## src/rtl/seq_divider.sv

```systemverilog
// seq_divider -- multi-cycle signed 32-bit divider for the DIV instruction.
//
// Radix-2 restoring division on operand magnitudes, one quotient bit per
// clock, followed by a sign-correction step. Truncating semantics: the
// quotient rounds toward zero and the remainder takes the dividend's sign.
// A zero divisor skips the iterations and reports div_by_zero with
// quotient = all ones and remainder = dividend.
//
// Ports:
//   clk          system clock, rising edge
//   clr          asynchronous active-high reset
//   start        request a division (sampled only in IDLE)
//   dividend     signed dividend (sampled on the accepting edge)
//   divisor      signed divisor  (sampled on the accepting edge)
//   busy         high in every state except IDLE
//   done         one-cycle pulse, results valid while high
//   quotient     signed quotient, held until the next result
//   remainder    signed remainder, held until the next result
//   div_by_zero  set with done when divisor was zero, cleared on next accept
module seq_divider #(
  parameter int WIDTH = 32
) (
  input  logic             clk,
  input  logic             clr,
  input  logic             start,
  input  logic [WIDTH-1:0] dividend,
  input  logic [WIDTH-1:0] divisor,
  output logic             busy,
  output logic             done,
  output logic [WIDTH-1:0] quotient,
  output logic [WIDTH-1:0] remainder,
  output logic             div_by_zero
);

  localparam logic [1:0] S_IDLE = 2'd0;
  localparam logic [1:0] S_RUN  = 2'd1;
  localparam logic [1:0] S_FIX  = 2'd2;
  localparam logic [1:0] S_DONE = 2'd3;

  localparam int CW = $clog2(WIDTH);
  localparam logic [CW-1:0] LAST = CW'(WIDTH - 1);

  logic [1:0]       r_state;
  logic [CW-1:0]    r_cnt;
  // r_dq starts as |dividend| and becomes |quotient| as bits shift in.
  logic [WIDTH-1:0] r_dq;
  logic [WIDTH-1:0] r_dvs;
  logic [WIDTH:0]   r_prem;
  logic             r_neg_q;
  logic             r_neg_r;
  logic [WIDTH-1:0] r_quo;
  logic [WIDTH-1:0] r_rem;
  logic             r_dbz;

  logic [WIDTH-1:0] w_abs_dvd;
  logic [WIDTH-1:0] w_abs_dvs;
  logic [WIDTH:0]   w_shift;
  logic [WIDTH:0]   w_trial;
  logic             w_fits;

  // Negating 0x80000000 wraps to itself, which is the correct unsigned magnitude.
  assign w_abs_dvd = dividend[WIDTH-1] ? (~dividend + 1'b1) : dividend;
  assign w_abs_dvs = divisor[WIDTH-1]  ? (~divisor  + 1'b1) : divisor;

  // Partial remainder is always below the divisor magnitude, so its low
  // WIDTH bits hold it; the shifted value needs the extra top bit.
  assign w_shift = {r_prem[WIDTH-1:0], r_dq[WIDTH-1]};
  assign w_trial = w_shift - {1'b0, r_dvs};
  assign w_fits  = ~w_trial[WIDTH];

  always_ff @(posedge clk or posedge clr) begin
    if (clr) begin
      r_state <= S_IDLE;
      r_cnt   <= '0;
      r_dq    <= '0;
      r_dvs   <= '0;
      r_prem  <= '0;
      r_neg_q <= 1'b0;
      r_neg_r <= 1'b0;
      r_quo   <= '0;
      r_rem   <= '0;
      r_dbz   <= 1'b0;
    end else begin
      case (r_state)
        S_IDLE: begin
          if (start) begin
            r_dbz <= 1'b0;
            if (divisor == '0) begin
              r_quo   <= '1;
              r_rem   <= dividend;
              r_dbz   <= 1'b1;
              r_state <= S_DONE;
            end else begin
              r_dq    <= w_abs_dvd;
              r_dvs   <= w_abs_dvs;
              r_neg_r <= dividend[WIDTH-1];
              r_neg_q <= dividend[WIDTH-1] ^ divisor[WIDTH-1];
              r_prem  <= '0;
              r_cnt   <= '0;
              r_state <= S_RUN;
            end
          end
        end
        S_RUN: begin
          r_prem <= w_fits ? w_trial : w_shift;
          r_dq   <= {r_dq[WIDTH-2:0], w_fits};
          r_cnt  <= r_cnt + 1'b1;
          if (r_cnt == LAST) r_state <= S_FIX;
        end
        S_FIX: begin
          r_quo   <= r_neg_q ? (~r_dq + 1'b1) : r_dq;
          r_rem   <= r_neg_r ? (~r_prem[WIDTH-1:0] + 1'b1) : r_prem[WIDTH-1:0];
          r_state <= S_DONE;
        end
        default: r_state <= S_IDLE;
      endcase
    end
  end

  // Decoded from state only, so no input reaches an output combinationally.
  assign busy        = (r_state != S_IDLE);
  assign done        = (r_state == S_DONE);
  assign quotient    = r_quo;
  assign remainder   = r_rem;
  assign div_by_zero = r_dbz;

endmodule

```

## config.mk

```make
export PLATFORM = sky130hd
export DESIGN_NAME = seq_divider
export DESIGN_NICKNAME = d
export VERILOG_FILES = /design/src/rtl/seq_divider.sv
export SDC_FILE = /design/constraint.sdc
export NUM_CORES = 1
export LEC_CHECK = 0
export CAP_MARGIN = 5
export CORE_ASPECT_RATIO = 0.75
export CORE_MARGIN = 2
export CORE_UTILIZATION = 46
export DETAILED_ROUTE_END_ITERATION = 6
export DONT_BUFFER_PORTS = 1
export GPL_TIMING_DRIVEN = 1
export SETUP_SLACK_MARGIN = 0.1
export SLEW_MARGIN = 20
export SYNTH_ARGS = -nofsm -noshare
export SYNTH_HDL_FRONTEND = slang
export SYNTH_SLANG_ARGS = --single-unit
```

## constraint.sdc

```tcl
create_clock -name clk -period 13 [get_ports clk]
set_input_delay 1.95 -clock clk [delete_from_list [all_inputs] [get_ports clk]]
set_output_delay 1.95 -clock clk [all_outputs]
set_load 0.005 [all_outputs]
```

==> results.ini <==
[floorplanning]
fp.coreArea_sq_um=24900
dieArea_sq_um=26600
die_w_um=188
fp-row-count=50
die_h_um=142
ios=134
initial_core_util_pct=46.7

[cts]
holdBufCountCts=0
cts.sinks=170
cts_buffers=17
cts_resized=0
post_cts_buffers=0
cts_max_path_buffers=2
clk_latency_ns=0.44
path_clk_slew_ns=0.06
cts-htree-levels=4
cts_root_buf=clkbuf_16
cts_tree=built

[placed_design]
place.gp.congestion=0.861
port_buffers=0
place_ws_ns=7.26
post-dp-hpwl_mm=22.6

[drt]
wl_per_cell_um=18.2
drc=0
drtIter0Drc=829
dr.pass1.iters=5
vias_per_cell=5.83
vias=10000
ant_nets=0
drt-total-wl_mm=31.3

[global_route]
antenna_found_initial=0
grt_pass1_wl_mm=50.8
grt_pass1_vias=9413
grt-ovfl-total=0
grt_max_degree=115
grtUsageTotal_pct=23.7

[worst_setup_path]
start_kind=input port
cpMaxStageDelayCell=or3_1
required_ns=13.31
crit_type=input port to register
r2r-start=r_dq[31]
cp-end-kind=register
slowest_delay_ns=0.52
path_max_fanout=71
crit_path_start=divisor[7]
crit_chain=nor4_1, nand4_1, or3_1, nor2_1, or2_2, buf_4, nand2_1, nand2_1, buf_4, nor2_1, a221o_1
worstPathArrival_ns=5.43

[synthesis]
yosys_most_used_dff=dfrtp_1
yosys_warnings=0
synth_top_area_share_pct=36.6
ys_top_cells_by_count=221 x nand2_1, 170 x dfrtp_1, 148 x o21ai_0
synth_seq_area_share_pct=36.6
yosysMostFrequentCell=nand2_1
synthDistinctLibCells=63
synth_edf_count=0
synthesis.area_sq_um=11600
synth_seq_cells=170
syn_nets=1534
ys_top_cells_by_area=dfrtp_1 37%, xor2_1 7.8%, nand2_1 7.1%
syn_avg_cell_area_sq_um=8.17
synthCells=1423
async_flop_share_pct=100
yosysTopAreaCell=dfrtp_1

[cells_and_area]
antenna_cells=0
drive_gt1_share_pct=4.99
area_growth_pct=6.86
nets=1482

[sta]
setup_viol=0
worst_slew_pin_slew_ns=1.06
rsz0062_at_grt=false
max_slew_margin_pct=29.2
fin_skew_ns=0.0146
min_period_ns=5.12
max_freq_ghz=0.195
fin_setup_tns_ns=0
min_period_over_period_pct=39.3
fin_ws_ns=7.88
hold_viol=0
final_max_slew_viol_count=0

[run]
drv_cap=0

[status]
status=completed

[power]
cellPowerDensity_nw_per_um2=258
sequentialPowerShare_pct=31.4
vdd_drop_max_mv=0.166
power_leakage_nw=5.25
internal_power_mw=1.69
combPwrFrac_pct=52.7
p_clk_share_pct=15.9
p_total_mw=3.20
switching_share_pct=47.3
power.switching_mw=1.52

[hold_path]
min_from=r_dvs[25]
hold_path.class=register to register

-- worst max-delay path: cells and delay by family --
kind	cells	cell delay [ns]
AO/OA/AOI/OAI	1	0.31
buffers and inverters	2	0.86
AND/OR/NAND/NOR	8	2.28
-- area by class of cell --
cell class              count  area (sq um)
clock inverters             7          92.6
well taps                 338           423
repair buffers             11          82.6
fillers                  2426         12500
clock buffers              24           472
multi-input cells        1119          6900
inverters                  52           203
flip-flops and latches    170          4250
-- state kept, by name, indices dropped and copies added, names as in the netlist --
signal       flops
r_prem          32
r_neg_r          1
r_dq            32
r_state          2
r_cnt            5
quotient        32
remainder       32
r_neg_q          1
div_by_zero      1
r_dvs           32
-- cells by family after synthesis --
family | after synthesis | share of synthesized area [%]
and+or+nand+nor | 471 | 18.2
buffers and inverters | 134 | 4.48
xor gates and xnor gates | 142 | 10.7
muxes | 15 | 1.30
adders and majority gates | 44 | 4.80
AOI/OAI and AO/OA | 447 | 23.9
DFF | 170 | 36.6
-- final timing paths --
| check | slack [ns] | depth (start not counted) | to |
|---|---|---|---|
| min in group asynchronous | 1.50 | 1 | quotient[1] |
| worst min-delay path | 0.48 | 2 | r_dvs[25] |
| worst max register to register | 8.41 | 12 | r_prem[16] |
| worst max-delay path | 7.88 | 11 | r_prem[3] |
| worst min register to register | 0.48 | 2 | r_dvs[25] |
| max in group asynchronous | 10.18 | 2 | r_prem[3] |
-- layer usage --
layer	GRT usage (%)	up-vias	routed length (um)
li1	-	4947	-
met1	33.8	4810	15000
met3	6.01	21	1990
met2	36.4	249	14000
met5	0	-	0
met4	5.51	0	333
-- per-stage QoR --
stage          hold WS, ns  instance area [sq um]  utilization (%)  std cells
4_1_cts              0.482                  12400             49.9       1721
3_3_place_gp         0.455                  11900             47.6       1690
6_report             0.482                  12400             49.9       1721
5_1_grt              0.505                  12400             49.9       1721
3_5_place_dp         0.468                  11900             47.6       1690
2_1_floorplan        0.445                  11600                -       1423
-- power groups by stage --
stage	logic (mW)	registers [mW]	clock network [mW]
CTS	1.68	1.01	0.516
detailed placement	1.67	1.01	0
finish	1.69	1.00	0.509
floorplan	1.36	0.914	0
global placement	1.66	1.01	0
global route	1.91	1.04	0.535
-- cells in the final DEF, fill, tap and decap left out, types with 3 or more instances in the layout --
cell | Yosys | final
a211o_1 | 4 | 4
a211oi_1 | 8 | 8
a21boi_0 | 3 | 3
a21o_1 | 17 | 17
a21oi_1 | 107 | 105
a221o_1 | 14 | 14
a31oi_1 | 18 | 18
a41oi_1 | 3 | 3
and3_1 | 10 | 10
buf_4 | 0 | 11
clkbuf_1 | 62 | 5
clkbuf_16 | 0 | 17
clkinvlp_4 | 0 | 3
dfrtp_1 | 170 | 170
ha_1 | 43 | 41
inv_1 | 51 | 50
mux2i_1 | 14 | 14
nand2_1 | 221 | 221
nand2b_1 | 12 | 12
nand3_1 | 17 | 17
nand4_1 | 12 | 12
nor2_1 | 109 | 108
nor2b_1 | 10 | 10
nor3_1 | 18 | 18
nor4_1 | 13 | 13
o211ai_1 | 23 | 23
o21a_1 | 11 | 11
o21ai_0 | 148 | 147
o21ai_1 | 6 | 6
o221a_2 | 3 | 3
o22ai_1 | 6 | 6
o311ai_0 | 3 | 3
o31ai_1 | 40 | 40
o41ai_1 | 14 | 14
or2_2 | 9 | 10
or3_1 | 17 | 16
or4_1 | 12 | 12
xnor2_1 | 38 | 38
xor2_1 | 104 | 104
(Power assumes the default switching activity.)
